**src/rtl/lsu.sv**
```systemverilog
// RV32I load/store unit: one outstanding data-bus transaction at a time.
// Define LSU_TIMEOUT_EN to fault a bus wait after C_TIMEOUT_CYCLES cycles.
module lsu #(
    parameter int unsigned C_TIMEOUT_CYCLES = 255
) (
    input  logic        clk_i,
    input  logic        reset_i,
    input  logic        clk_en_i,
    input  logic        ex_valid_i,
    output logic        ex_ready_o,
    input  logic        ex_store_i,
    input  logic [2:0]  ex_funct3_i,
    input  logic [31:0] ex_addr_i,
    input  logic [31:0] ex_wdata_i,
    input  logic [4:0]  ex_rd_i,
    output logic        dbus_req_o,
    input  logic        dbus_ack_i,
    output logic [31:0] dbus_addr_o,
    output logic        dbus_we_o,
    output logic [3:0]  dbus_be_o,
    output logic [31:0] dbus_wdata_o,
    input  logic        dbus_rvalid_i,
    input  logic [31:0] dbus_rdata_i,
    input  logic        dbus_err_i,
    output logic        wb_valid_o,
    output logic [4:0]  wb_rd_o,
    output logic [31:0] wb_data_o,
    output logic        exc_valid_o,
    output logic [3:0]  exc_cause_o,
    output logic [31:0] exc_addr_o
);

    typedef enum logic [1:0] {
        S_IDLE,
        S_REQ,
        S_RESP
    } state_e;

    localparam logic [3:0] CAUSE_ILLEGAL  = 4'd2;
    localparam logic [3:0] CAUSE_LD_MIS   = 4'd4;
    localparam logic [3:0] CAUSE_LD_FAULT = 4'd5;
    localparam logic [3:0] CAUSE_ST_MIS   = 4'd6;
    localparam logic [3:0] CAUSE_ST_FAULT = 4'd7;

    state_e      state_q, state_d;
    logic        store_q, store_d;
    logic [2:0]  funct3_q, funct3_d;
    logic [31:0] addr_q, addr_d;
    logic [4:0]  rd_q, rd_d;
    logic        req_q, req_d;
    logic        we_q, we_d;
    logic [3:0]  be_q, be_d;
    logic [31:0] baddr_q, baddr_d;
    logic [31:0] bwdata_q, bwdata_d;
    logic        wb_valid_q, wb_valid_d;
    logic [4:0]  wb_rd_q, wb_rd_d;
    logic [31:0] wb_data_q, wb_data_d;
    logic        exc_valid_q, exc_valid_d;
    logic [3:0]  exc_cause_q, exc_cause_d;
    logic [31:0] exc_addr_q, exc_addr_d;

    logic        legal;
    logic        misaligned;
    logic [3:0]  lane_be;
    logic [31:0] lane_wdata;
    logic [31:0] rd_shift;
    logic [31:0] load_data;

`ifdef LSU_TIMEOUT_EN
    logic [7:0] cnt_q, cnt_d;
    logic [7:0] cnt_inc;
    logic       to_hit;

    assign cnt_inc = cnt_q + 8'd1;
    assign to_hit  = (cnt_inc == 8'(C_TIMEOUT_CYCLES));
`else
    logic [7:0] unused_timeout;

    assign unused_timeout = 8'(C_TIMEOUT_CYCLES);
`endif

    // Encoding check and lane steering for the offered op
    always_comb begin
        legal      = 1'b0;
        misaligned = 1'b0;
        lane_be    = 4'b1111;
        lane_wdata = ex_wdata_i;
        unique case (ex_funct3_i)
            3'b000, 3'b001, 3'b010: legal = 1'b1;
            3'b100, 3'b101:         legal = !ex_store_i;
            default:                legal = 1'b0;
        endcase
        unique case (ex_funct3_i[1:0])
            2'b00: begin
                lane_be    = 4'b0001 << ex_addr_i[1:0];
                lane_wdata = {4{ex_wdata_i[7:0]}};
            end
            2'b01: begin
                misaligned = ex_addr_i[0];
                lane_be    = ex_addr_i[1] ? 4'b1100 : 4'b0011;
                lane_wdata = {2{ex_wdata_i[15:0]}};
            end
            default: misaligned = |ex_addr_i[1:0];
        endcase
    end

    assign rd_shift = dbus_rdata_i >> {addr_q[1:0], 3'b000};

    always_comb begin
        unique case (funct3_q)
            3'b000:  load_data = {{24{rd_shift[7]}}, rd_shift[7:0]};
            3'b001:  load_data = {{16{rd_shift[15]}}, rd_shift[15:0]};
            3'b100:  load_data = {24'd0, rd_shift[7:0]};
            3'b101:  load_data = {16'd0, rd_shift[15:0]};
            default: load_data = rd_shift;
        endcase
    end

    always_comb begin
        state_d     = state_q;
        store_d     = store_q;
        funct3_d    = funct3_q;
        addr_d      = addr_q;
        rd_d        = rd_q;
        req_d       = req_q;
        we_d        = we_q;
        be_d        = be_q;
        baddr_d     = baddr_q;
        bwdata_d    = bwdata_q;
        wb_valid_d  = 1'b0;
        wb_rd_d     = wb_rd_q;
        wb_data_d   = wb_data_q;
        exc_valid_d = 1'b0;
        exc_cause_d = exc_cause_q;
        exc_addr_d  = exc_addr_q;
`ifdef LSU_TIMEOUT_EN
        cnt_d       = cnt_q;
`endif
        unique case (state_q)
            S_IDLE: begin
                if (ex_valid_i) begin
                    store_d  = ex_store_i;
                    funct3_d = ex_funct3_i;
                    addr_d   = ex_addr_i;
                    rd_d     = ex_rd_i;
                    if (!legal || misaligned) begin
                        exc_valid_d = 1'b1;
                        exc_addr_d  = ex_addr_i;
                        if (!legal)
                            exc_cause_d = CAUSE_ILLEGAL;
                        else if (ex_store_i)
                            exc_cause_d = CAUSE_ST_MIS;
                        else
                            exc_cause_d = CAUSE_LD_MIS;
                    end else begin
                        state_d  = S_REQ;
                        req_d    = 1'b1;
                        we_d     = ex_store_i;
                        be_d     = lane_be;
                        baddr_d  = {ex_addr_i[31:2], 2'b00};
                        bwdata_d = ex_store_i ? lane_wdata : 32'd0;
`ifdef LSU_TIMEOUT_EN
                        cnt_d    = 8'd0;
`endif
                    end
                end
            end
            S_REQ: begin
                if (dbus_ack_i) begin
                    req_d = 1'b0;
                    we_d  = 1'b0;
                    if (store_q) begin
                        state_d = S_IDLE;
                        if (dbus_err_i) begin
                            exc_valid_d = 1'b1;
                            exc_cause_d = CAUSE_ST_FAULT;
                            exc_addr_d  = addr_q;
                        end
                    end else begin
                        state_d = S_RESP;
`ifdef LSU_TIMEOUT_EN
                        cnt_d   = 8'd0;
`endif
                    end
                end else begin
`ifdef LSU_TIMEOUT_EN
                    cnt_d = cnt_inc;
                    if (to_hit) begin
                        state_d     = S_IDLE;
                        req_d       = 1'b0;
                        we_d        = 1'b0;
                        exc_valid_d = 1'b1;
                        exc_addr_d  = addr_q;
                        exc_cause_d = store_q ? CAUSE_ST_FAULT
                                              : CAUSE_LD_FAULT;
                    end
`endif
                end
            end
            S_RESP: begin
                if (dbus_rvalid_i) begin
                    state_d = S_IDLE;
                    if (dbus_err_i) begin
                        exc_valid_d = 1'b1;
                        exc_cause_d = CAUSE_LD_FAULT;
                        exc_addr_d  = addr_q;
                    end else begin
                        wb_valid_d = 1'b1;
                        wb_rd_d    = rd_q;
                        wb_data_d  = load_data;
                    end
                end else begin
`ifdef LSU_TIMEOUT_EN
                    cnt_d = cnt_inc;
                    if (to_hit) begin
                        state_d     = S_IDLE;
                        exc_valid_d = 1'b1;
                        exc_cause_d = CAUSE_LD_FAULT;
                        exc_addr_d  = addr_q;
                    end
`endif
                end
            end
            default: state_d = S_IDLE;
        endcase
    end

    always_ff @(posedge clk_i) begin
        if (reset_i) begin
            state_q     <= S_IDLE;
            store_q     <= 1'b0;
            funct3_q    <= 3'd0;
            addr_q      <= 32'd0;
            rd_q        <= 5'd0;
            req_q       <= 1'b0;
            we_q        <= 1'b0;
            be_q        <= 4'd0;
            baddr_q     <= 32'd0;
            bwdata_q    <= 32'd0;
            wb_valid_q  <= 1'b0;
            wb_rd_q     <= 5'd0;
            wb_data_q   <= 32'd0;
            exc_valid_q <= 1'b0;
            exc_cause_q <= 4'd0;
            exc_addr_q  <= 32'd0;
`ifdef LSU_TIMEOUT_EN
            cnt_q       <= 8'd0;
`endif
        end else if (clk_en_i) begin
            state_q     <= state_d;
            store_q     <= store_d;
            funct3_q    <= funct3_d;
            addr_q      <= addr_d;
            rd_q        <= rd_d;
            req_q       <= req_d;
            we_q        <= we_d;
            be_q        <= be_d;
            baddr_q     <= baddr_d;
            bwdata_q    <= bwdata_d;
            wb_valid_q  <= wb_valid_d;
            wb_rd_q     <= wb_rd_d;
            wb_data_q   <= wb_data_d;
            exc_valid_q <= exc_valid_d;
            exc_cause_q <= exc_cause_d;
            exc_addr_q  <= exc_addr_d;
`ifdef LSU_TIMEOUT_EN
            cnt_q       <= cnt_d;
`endif
        end
    end

    assign ex_ready_o   = (state_q == S_IDLE);
    assign dbus_req_o   = req_q;
    assign dbus_addr_o  = baddr_q;
    assign dbus_we_o    = we_q;
    assign dbus_be_o    = be_q;
    assign dbus_wdata_o = bwdata_q;
    assign wb_valid_o   = wb_valid_q;
    assign wb_rd_o      = wb_rd_q;
    assign wb_data_o    = wb_data_q;
    assign exc_valid_o  = exc_valid_q;
    assign exc_cause_o  = exc_cause_q;
    assign exc_addr_o   = exc_addr_q;

endmodule

```
**config.mk**
```make
export PLATFORM = sky130hd
export DESIGN_NAME = lsu
export DESIGN_NICKNAME = d
export VERILOG_FILES = /design/src/rtl/lsu.sv
export SDC_FILE = /design/constraint.sdc
export NUM_CORES = 1
export LEC_CHECK = 0
export ABC_AREA = 1
export BUFFER_PORTS_ARGS = -buffer_cell sky130_fd_sc_hd__buf_4
export CAP_MARGIN = 30
export CORE_MARGIN = 2
export CORE_UTILIZATION = 30
export DETAILED_ROUTE_END_ITERATION = 16
export SLEW_MARGIN = 20
export SYNTH_ARGS = -nofsm -noshare
export SYNTH_HDL_FRONTEND = slang
export SYNTH_SLANG_ARGS = --single-unit
export TNS_END_PERCENT = 30
```
**constraint.sdc**
```tcl
create_clock -name clk_i -period 2.1 [get_ports clk_i]
set_input_delay 0.105 -clock clk_i [delete_from_list [all_inputs] [get_ports clk_i]]
set_output_delay 0.105 -clock clk_i [all_outputs]
set_load 0.05 [all_outputs]
```
After elaboration in Yosys (flattened, before gate mapping) --
Index checks and enable logic that the tools add are counted.
Word-level totals: bits in registers 186, input port bits 112, word-level logic and storage cells 104
Operators by class: eq/ne operators 18, shifts and indexed selects 2, mux-type cells 47, bitwise logic cells 2, reduce and logical (&&, ||, !) cells 19
Operators by type and width (count):
- 2-to-1 mux 32 bit | 7
- case mux 32 bit (4 select lines) | 1
- case mux 32 bit (3 select lines) | 1
- case mux 32 bit (2 select lines) | 1
- 2-to-1 mux 4 bit | 8
- right shift 32 x 5 -> 32 bit | 1
- 2-to-1 mux 1 bit | 14
- != test 2 bit (second input constant) | 7
- == test 3 bit (second input constant) | 4
- 2-to-1 mux 2 bit | 6
- case mux 4 bit (3 select lines) | 1
- AND reduction 5 bit | 2
- AND reduction 9 bit | 1
- case mux 1 bit (2 select lines) | 4
- case mux 4 bit (2 select lines) | 1
- AND reduction 4 bit | 2
- AND reduction 7 bit | 1
- == test 3 x 1 -> 1 bit (second input constant) | 2
- zero test 3 bit | 2
- case mux 2 bit (3 select lines) | 1
- == test 2 x 1 -> 1 bit (second input constant) | 2
- zero test 2 bit | 2
- OR reduction 2 bit | 2
- << shifter 1 x 2 -> 4 bit (first input constant) | 1
- 12 further kinds | 14

Depth between registers and ports, before layout --
Gate-level depths: netlist (run 1).
word-level depth 8, depth in mapped cells 11

Least setup slack after synthesis (run 1) --
No wires, ideal clock.
path type register to register, start register state_q[0], end register baddr_q[10] (netlist: dbus_addr_o[10]), arrival 1.915 ns, path slack 0.053 ns, stages on the path, launching flop included 11, clock period less this slack 2.047 ns, cells stage by stage dfxtp_1 -> inv_1 -> ha_1 -> clkbuf_2 -> nand3_1 -> nor2_4 -> inv_2 -> buf_4 -> buf_6 -> nand2_1 -> a21oi_1
On the way: cells in the longest elaborated chain, start to end 2
RTL lines:
- start: declaration | RTL line 45 | state_e state_q, state_d;
- start signal: assignment | RTL line 250 | state_q <= state_d;
- zero test 2 bit
- via ex_ready_o | RTL line 10 | output logic ex_ready_o,
- AND reduction 4 bit (no line)
- end signal: assignment | RTL line 258 | baddr_q <= baddr_d;
- end: declaration | RTL line 53 | logic [31:0] baddr_q, baddr_d;
The timed path passes the listed nets, and every way through them passes these cells. A chain may end at the register's enable or synchronous reset.

Worst setup path after layout (run 1) --
start register state_q[0], end register exc_addr_q[29] (netlist: exc_addr_o[29])
On the way: cells in the longest elaborated chain, start to end 3, elaborated cells between the ends (all ways) 11
RTL lines:
- == test 2 x 1 -> 1 bit (tied with other cells) | RTL line 139 | unique case (state_q)
- != test 2 bit (no line) (tied with other cells)
- AND reduction 7 bit (no line)
- end signal: assignment | RTL line 265 | exc_addr_q <= exc_addr_d;
- end: declaration | RTL line 60 | logic [31:0] exc_addr_q, exc_addr_d;
Parallel ways exist; a longest one is shown, timed or not.

==> out/results.ini, run 1 <==
[run_status]
status = complete, no violations

[critical_path]
cp_max_fo = 22
crit_buf_inv = 2
crit_path_end_kind = flip-flop
cpLargestDelayFamily = simple AND/OR/NAND/NOR gates
critical_path_class = flip-flop to flip-flop
cp_slowest_cell = ha_2
critPathLaunchType = flip-flop
arrival_ns = 2.14
crit_path_max_incr_delay_ns = 0.39
cp_cell_sequence = inv_1 -> ha_2 -> nand2_1 -> nand3_1 -> nor2_4 -> buf_4 -> nand3_1 -> nand2_1 -> nor2_1
required_ns = 2.42

[logic_synthesis]
netlist.area_leader.share_pct = 44.00
synth_seq_cells = 185
yosysSeqAreaShare_pct = 44.00
synth_area_leaders = dfxtp_1, nand2_1, a21oi_1, nor2_1, nand3_1
avgSynthCellArea_um2 = 7.085
synth-edff-count = 0
ys_types = 34
syn_area_um2 = 8417
yosys.area.top_type = dfxtp_1
yosys_most_used_dff = dfxtp_1
synth-warning-count = 0
syn-instance-count = 1188
async_flop_share_pct = 0

[final_layout]
multiInputGateArea_um2 = 3991
layout.cells.most_common = buf_4
antenna_cells = 0
fillers = 2898
drive_gt1_share_pct = 22.63
layout.nets = 1570
seq_area_um2 = 3704
layout_common_cells = buf_4, nand2_1, dfxtp_1, nor2_1, a21oi_1
synthToLayoutAreaGrowth_pct = 39.99

[detailed_routing]
drt-wirelength-per-cell_um = 15.01
routed_via_density = 4.693
drtIter0Drc = 519
firstDrtPassIters = 4
vias = 8659
postRouteAntennaNets = 0
route.detailed.drc = 0
wirelength_um = 27690

[sta]
finalSetupViolations = 0
worstMarginPinSlew_ns = 0.5560
tns_ns = 0
timing.fmax_ghz = 0.5488
min_period_ns = 1.822
skew_ns = 0.01168
slew_headroom_pct = 62.93
timing.final.hold_violations = 0
timing.final.ws_setup_ns = 0.2777
fin_hold_ws_ns = 0.01098
rsz0062_at_grt = no
period_share_pct = 86.78
slew_viol_final = 0

[power]
ir_drop_v = 0.0004163
power_leakage_nw = 5.299
p_per_area_nw_per_um2 = 815.4

[die]
rows = 61
die_h_um = 171.5
core-area_um2 = 27710
die_area_um2 = 29410
initial_utilization_pct = 30.38
die_w_um = 171.5
io_pins = 258

[clock_tree]
cts_setup_buffers = 0
cts_htree_levels = 4
cts_max_path_buffers = 2
cts_tree = built
path_clk_slew_ns = 0.09
numCtsBuffers = 17
cts_root_buf = clkbuf_16
clk_latency_ns = 0.44
clock_sinks = 185

[place]
hpwl_um = 18800
place.port_buffers = 254
detailedPlace.worstSlack_ns = 0.2012
gp_congestion = 0.8399

[global_route]
gr-total-overflow = 0
grt_usage_pct = 18.40
grt_pass1_wl_um = 43080
antenna_found_initial = 0
grt_pass1_vias = 8290
grt_max_degree = 104

[worst_hold_path]
worstHoldPathType = primary input to flip-flop

[run]
maxCapViolCount = 0

[final cells by class]
class / count / share of cell area (%)
Clock inverter: 15 / 1.688
Clock buffer: 17 / 3.610
Tap cell: 378 / 4.014
Inverter: 75 / 2.411
Multi-Input combinational cell: 841 / 33.87
Sequential cell: 185 / 31.43
Timing Repair Buffer: 334 / 22.97
[tightest hold or removal path, cell delays in order]
cell     delay (ns)
buf_4          0.07
o21ai_0        0.06
nand2_1        0.06
o211a_1        0.12
[routing by layer]
metal	track usage, %	vias up	routed length, um
met5	0	-	0
met4	5.416	0	552
met3	4.257	32	1478
met2	30.36	212	12930
met1	23.92	4016	12720
li1	-	4399	-
[flip-flops by register name, summed over array words and instances, names as in the netlist, 2 cells and up]
name,cells
addr_q,32
dbus_addr_o,30
dbus_be_o,4
dbus_wdata_o,32
exc_addr_o,32
exc_cause_o,3
funct3_q,3
rd_q,5
state_q,2
wb_data_o,32
wb_rd_o,5
[power by group]
part	internal [W]	switching [W]	leakage (nW)	total [W]
Sequential	0.00371	0.000114	1.50	0.00383
Clock	0.00174	0.00165	0.300	0.00339
Combinational	0.000836	0.00156	3.50	0.00239
Total	0.00629	0.00332	5.30	0.00961
[cell families after synthesis]
group           synth area share (%)
simple gates                   25.55
compound gates                 17.42
flops                          44.00
buf+inv                        8.815
mux                            3.568
fa+ha+maj                     0.5946
other cells                  0.04455
[stage by stage]
| step | instance area [um^2] | utilization (%) | total power, W | instances |
|---|---|---|---|---|
| floorplan | 8424 | - | 0.005444 | 1190 |
| finish | 11780 | 42.53 | 0.009607 | 1845 |
| global route | 11780 | 42.53 | 0.01007 | 1845 |
| CTS | 11780 | 42.51 | 0.009714 | 1845 |
| global placement | 10620 | 38.34 | 0.006215 | 1760 |
| detailed placement | 10620 | 38.34 | 0.006236 | 1760 |
[final timing paths]
check	startpoint	to	slack (ns)	cells after the start
max reg2reg	state_q[0]	exc_addr_o[29]	0.28	9
min reg2reg	rd_q[4]	wb_rd_o[4]	0.45	2
min	ex_wdata_i[19]	dbus_wdata_o[19]	0.01	4
max	state_q[0]	exc_addr_o[29]	0.28	9
[timing repair]
action | 4_1_cts | 5_1_grt
hold endpoints to repair | 84 | 0
hold buffers | 53 | 0
resized for setup | 0 | 3
endpoints found under the setup margin | 0 | 17
[synth_stat cells (2+ instances only)]
cell type    n
nor2_4       2
a31oi_1      3
o21ai_0     67
a21oi_1    160
inv_2        5
clkbuf_1    43
nand4_1      2
buf_4        8
clkinv_1     3
inv_1       67
o211a_1      2
a22oi_1      3
o21ai_1      3
o31ai_1      2
ha_1         4
nor3_1       3
nand3_1     80
dfxtp_1    185
or2_2        6
buf_2       28
o211ai_1    29
nor2_1     167
mux2i_1     30
nand2_1    269
buf_6        8
No activity file was read; power rests on OpenSTA's default activity.
==> run 2, diff against run 1 <==
--- a/config.mk
+++ b/config.mk
@@ -11,6 +11,7 @@
 export CORE_MARGIN = 2
 export CORE_UTILIZATION = 30
 export DETAILED_ROUTE_END_ITERATION = 16
+export PLACE_DENSITY_LB_ADDON = 0.2
 export SLEW_MARGIN = 20
 export SYNTH_ARGS = -nofsm -noshare
 export SYNTH_HDL_FRONTEND = slang
==> run 2 against run 1 <==
  * Sequential share of layout area down 0.20 points
  * Largest power group unchanged
  * Final cell count up 0.22%
  * Critical endpoint is now addr_q[29]
  * Sequential cell count unchanged
  * Wire length up 2.6%
  * Clock-buffer cell count unchanged
  * Non-clock buffer count up 3
  * Sequential power about the same
  * Largest cell class unchanged
  * Die area unchanged
  * Register-to-register slack worse by 0.04 ns
  * Setup slack worse by 0.043 ns
==> out/results.ini, run 2 (synthesis gave the netlist of run 1 again) <==
[critical_path]
crit_path_end_kind = flip-flop
crit_end = addr_q[29]
r2r_start = state_q[0]
reg2reg_depth = 8
critical_path_class = flip-flop to flip-flop
r2r-end = addr_q[29]
required_ns = 2.46
crit_start = state_q[0]
reg2reg_slack_ns = 0.23
cp_max_fo = 34
arrival_ns = 2.22
critPathLaunchType = flip-flop

[clock_tree]
clock_sinks = 185
cts_htree_levels = 4
path_clk_slew_ns = 0.08
cts_max_path_buffers = 2
cts_tree = built
clk_latency_ns = 0.44
cts_root_buf = clkbuf_16
cts_resized = 0
numCtsBuffers = 17

[power]
p_per_area_nw_per_um2 = 814.5
ir_drop_v = 0.0003900
power_leakage_nw = 5.322

[final_layout]
layout.nets = 1573
layout_common_cells = nand2_1, buf_4, dfxtp_1, nor2_1, a21oi_1
synthToLayoutAreaGrowth_pct = 40.88
final_area_um2 = 11860
drive_gt1_share_pct = 22.38
fin_cells = 1849

[sta]
slew_headroom_pct = 63.52
worstMarginPinSlew_ns = 0.5472
skew_ns = 0.009140
rsz0062_at_grt = no
min_period_ns = 1.866
period_share_pct = 88.84
finalSetupViolations = 0
tns_ns = 0
timing.fmax_ghz = 0.5360
timing.final.ws_setup_ns = 0.2344
timing.final.hold_violations = 0
slew_viol_final = 0

[global_route]
grt_usage_pct = 19.10
antenna_found_initial = 1
grt_max_degree = 104
grt_pass1_vias = 8121
use_met2_pct = 31.01
grt_util_met1_pct = 25.26
grt_most_used_layer = met2
gr-total-overflow = 0
use_met3_pct = 4.096
grt_pass1_wl_um = 44370

[place]
place.port_buffers = 254
hpwl_um = 18460
detailedPlace.worstSlack_ns = 0.2171
placed_area_um2 = 10630
dp.cells = 1756
gp_congestion = 0.8273

[die]
rows = 61
die_h_um = 171.5
die_w_um = 171.5
core-area_um2 = 27710
io_pins = 258
initial_utilization_pct = 30.38
die_area_um2 = 29410

[run]
maxCapViolCount = 0

[detailed_routing]
firstDrtPassIters = 7
postRouteAntennaNets = 0
routed_via_density = 4.659
drtIter0Drc = 530
route.detailed.drc = 0
wirelength_um = 28400
vias = 8614
drt-wirelength-per-cell_um = 15.36

[worst_hold_path]
worstHoldPathType = primary input to flip-flop

[run_status]
status = complete, no violations

[run 2: changes by cell type in the layout (fill, tap and decap cells not counted), sizes merged]
cell and change:
dlygate4sd3 +6, buf -4, clkbuf +1, bufinv +1
clkinv -2, clkinvlp +1, diode +1
[run 2: how the worst min path moves through the flow]
stage	depth (start not counted)	to	from
2_1_floorplan	2	addr_q[14]	ex_addr_i[14]
3_3_place_gp	3	rd_q[2]	ex_rd_i[2]
3_5_place_dp	3	rd_q[2]	ex_rd_i[2]
4_1_cts	4	dbus_wdata_o[18]	ex_wdata_i[18]
5_1_grt	4	dbus_wdata_o[18]	ex_wdata_i[18]
6_report	4	dbus_wdata_o[18]	ex_wdata_i[18]
[run 2: worst max-delay path, stage by stage, from the launching register on]
cell      delay, ns
dfxtp_1        0.33
inv_1          0.11
ha_2           0.32
nand3_2        0.14
buf_4          0.21
clkinv_1       0.05
buf_4          0.37
nand2_1        0.09
a21oi_1        0.16
[run 2: layout make-up]
cell class                      count  area [um^2]
Timing Repair Buffer              337         2795
Tap cell                          378        473.0
Inverter                           75        281.5
Multi-Input combinational cell    841         3991
Fill cell                        2922        15850
Clock inverter                     15        185.2
Clock buffer                       17        425.4
Sequential cell                   185         3704
Antenna cell                        1        2.502
[run 2: timing repair]
action,in CTS,in global routing
endpoints found under the hold margin,89,0
hold buffers,59,0
endpoints found under the setup margin,0,2
buffers inserted,0,0
[run 2: per-stage QoR]
step | total power (W) | util (%) | hold slack, ns
floorplan | 0.005444 | - | 0.2488
global placement | 0.006215 | 38.36 | 0.3717
detailed placement | 0.006231 | 38.36 | 0.3776
CTS | 0.009768 | 42.70 | 0.006632
global route | 0.01015 | 42.80 | 0.04946
finish | 0.009659 | 42.80 | 0.02604
[run 2: report_power, final]
| group | switching, W | total, W | internal (W) |
|---|---|---|---|
| registers | 0.000114 | 0.00383 | 0.00371 |
| clock network | 0.00160 | 0.00341 | 0.00181 |
| logic | 0.00157 | 0.00242 | 0.000854 |
[run 2: layer usage]
layer | wire (um) | vias to the layer above
met4 | 456 | 0
met5 | 0 | -
li1 | - | 4411
met2 | 13200 | 217
met1 | 13210 | 3962
met3 | 1531 | 24
==> run 3, diff against run 2 <==
--- a/config.mk
+++ b/config.mk
@@ -6,11 +6,11 @@
 export NUM_CORES = 1
 export LEC_CHECK = 0
 export ABC_AREA = 1
-export BUFFER_PORTS_ARGS = -buffer_cell sky130_fd_sc_hd__buf_4
 export CAP_MARGIN = 30
 export CORE_MARGIN = 2
 export CORE_UTILIZATION = 30
 export DETAILED_ROUTE_END_ITERATION = 16
+export DONT_BUFFER_PORTS = 1
 export PLACE_DENSITY_LB_ADDON = 0.2
 export SLEW_MARGIN = 20
 export SYNTH_ARGS = -nofsm -noshare
==> run 3 against run 2 <==
  * Die area stayed put
  * Fmax is 5.7% lower
  * Largest power group unchanged
  * Via count is 9.1% lower
  * Clock skew is 0.00059 ns lower
  * Sequential power is 14% higher
  * Highest routed layer unchanged
==> out/results.ini, run 3 (synthesis gave the netlist of run 1 again) <==
[critical_path]
critPathLaunchType = flip-flop
arrival_ns = 2.29
cp_max_fo = 7
required_ns = 2.41
crit_path_end_kind = flip-flop
critical_path_class = flip-flop to flip-flop

[final_layout]
drive_gt1_share_pct = 7.034
layout_common_cells = nand2_1, dfxtp_1, nor2_1, a21oi_1, dlygate4sd3_1
layout.cells.most_common = nand2_1
synthToLayoutAreaGrowth_pct = 22.03
layout.nets = 1354
antenna_cells = 0
fin_cells = 1629

[place]
gp_congestion = 0.8276
place.port_buffers = 0
dp.cells = 1514
hpwl_um = 17870
detailedPlace.worstSlack_ns = 0.2961

[die]
rows = 61
core-area_um2 = 27710
die_area_um2 = 29410
die_h_um = 171.5
die_w_um = 171.5
initial_utilization_pct = 30.38
io_pins = 258

[sta]
slew_headroom_pct = 47.77
timing.fmax_ghz = 0.5053
period_share_pct = 94.24
slew_viol_final = 0
finalSetupViolations = 0
worstMarginPinSlew_ns = 0.7834
timing.final.hold_violations = 0
timing.final.ws_setup_ns = 0.1209
skew_ns = 0.008554
min_period_ns = 1.979

[global_route]
grt_pass1_vias = 7391
grt_max_degree = 104
grt_pass1_wl_um = 42410
antenna_found_initial = 0
gr-total-overflow = 0
grt_usage_pct = 18.57

[detailed_routing]
wirelength_um = 27730
postRouteAntennaNets = 0
route.detailed.drc = 0
firstDrtPassIters = 5
drtIter0Drc = 393
routed_via_density = 4.809
drt-wirelength-per-cell_um = 17.02
vias = 7834

[clock_tree]
cts_tree = built
cts_max_path_buffers = 2
clock_sinks = 185
cts_root_buf = clkbuf_16
path_clk_slew_ns = 0.08
cts_htree_levels = 4
cts_setup_buffers = 0
numCtsBuffers = 17
clk_latency_ns = 0.44

[run_status]
status = complete, no violations

[run]
maxCapViolCount = 0

[power]
p_per_area_nw_per_um2 = 902.9
power_leakage_nw = 4.183
ir_drop_v = 0.0004726

[worst_hold_path]
worstHoldPathType = primary input to flip-flop

==> run 3: per-stage QoR <==
step	area (um^2)	power (W)	hold slack [ns]	util [%]	setup TNS (ns)
2_1_floorplan	8424	0.005444	0.2488	-	0
3_3_place_gp	8800	0.005756	0.2010	31.76	0
3_5_place_dp	8800	0.005771	0.2023	31.76	0
4_1_cts	10260	0.009402	0.001618	37.05	0
5_1_grt	10270	0.009735	0.04048	37.07	-0.01247
6_report	10270	0.009274	0.01930	37.07	0
==> run 3: path summary, 6_finish.rpt <==
check / startpoint / to / slack, ns / cells after the start
worst min-delay path: dbus_rdata_i[12] / wb_data_o[4] / 0.02 / 4
worst max-delay path: state_q[1] / exc_valid_o / 0.12 / 10
worst min register to register: rd_q[4] / rd_q[4] / 0.46 / 2
worst max register to register: state_q[1] / exc_valid_o / 0.12 / 10
==> run 3: where the power goes <==
group | internal, W | leakage, nW | total, W | switching, W
logic | 0.000575 | 2.38 | 0.00152 | 0.000946
clock network | 0.00173 | 0.301 | 0.00338 | 0.00165
registers | 0.00371 | 1.50 | 0.00437 | 0.000658
total | 0.00602 | 4.18 | 0.00927 | 0.00326
==> run 3: layout make-up <==
cell class / instances / area (um^2)
timing repair buffer: 118 / 1201
clock inverter: 15 / 190.2
tap: 378 / 473.0
sequential: 185 / 3704
multi-input combinational: 841 / 3996
clock buffer: 17 / 425.4
fill: 2906 / 17430
inverter: 75 / 281.5
==> run 3: metal layers <==
layer	routed length [um]	track usage [%]	share of wire [%]
met1	12590	24.15	45
met2	12810	29.98	46
met3	2055	5.430	7.4
met4	276	5.011	1.0
met5	0	0	0
==> run 3: critical path, stage by stage (launching register included) <==
cell and delay, ns:
dfxtp_1 0.36, inv_1 0.09, ha_1 0.20, buf_4 0.16, inv_1 0.10, nor3_2 0.06, o21ai_0 0.14, nand2_1 0.06
dlygate4sd3_1 0.55, nand2_1 0.07, a21oi_1 0.06
==> run 3: timing repair <==
item / 4_1_cts / 5_1_grt
hold buffers: 83 / 0
setup endpoints to repair: 0 / 2
gates resized for setup: 0 / 2
endpoints found under the hold margin: 168 / 0
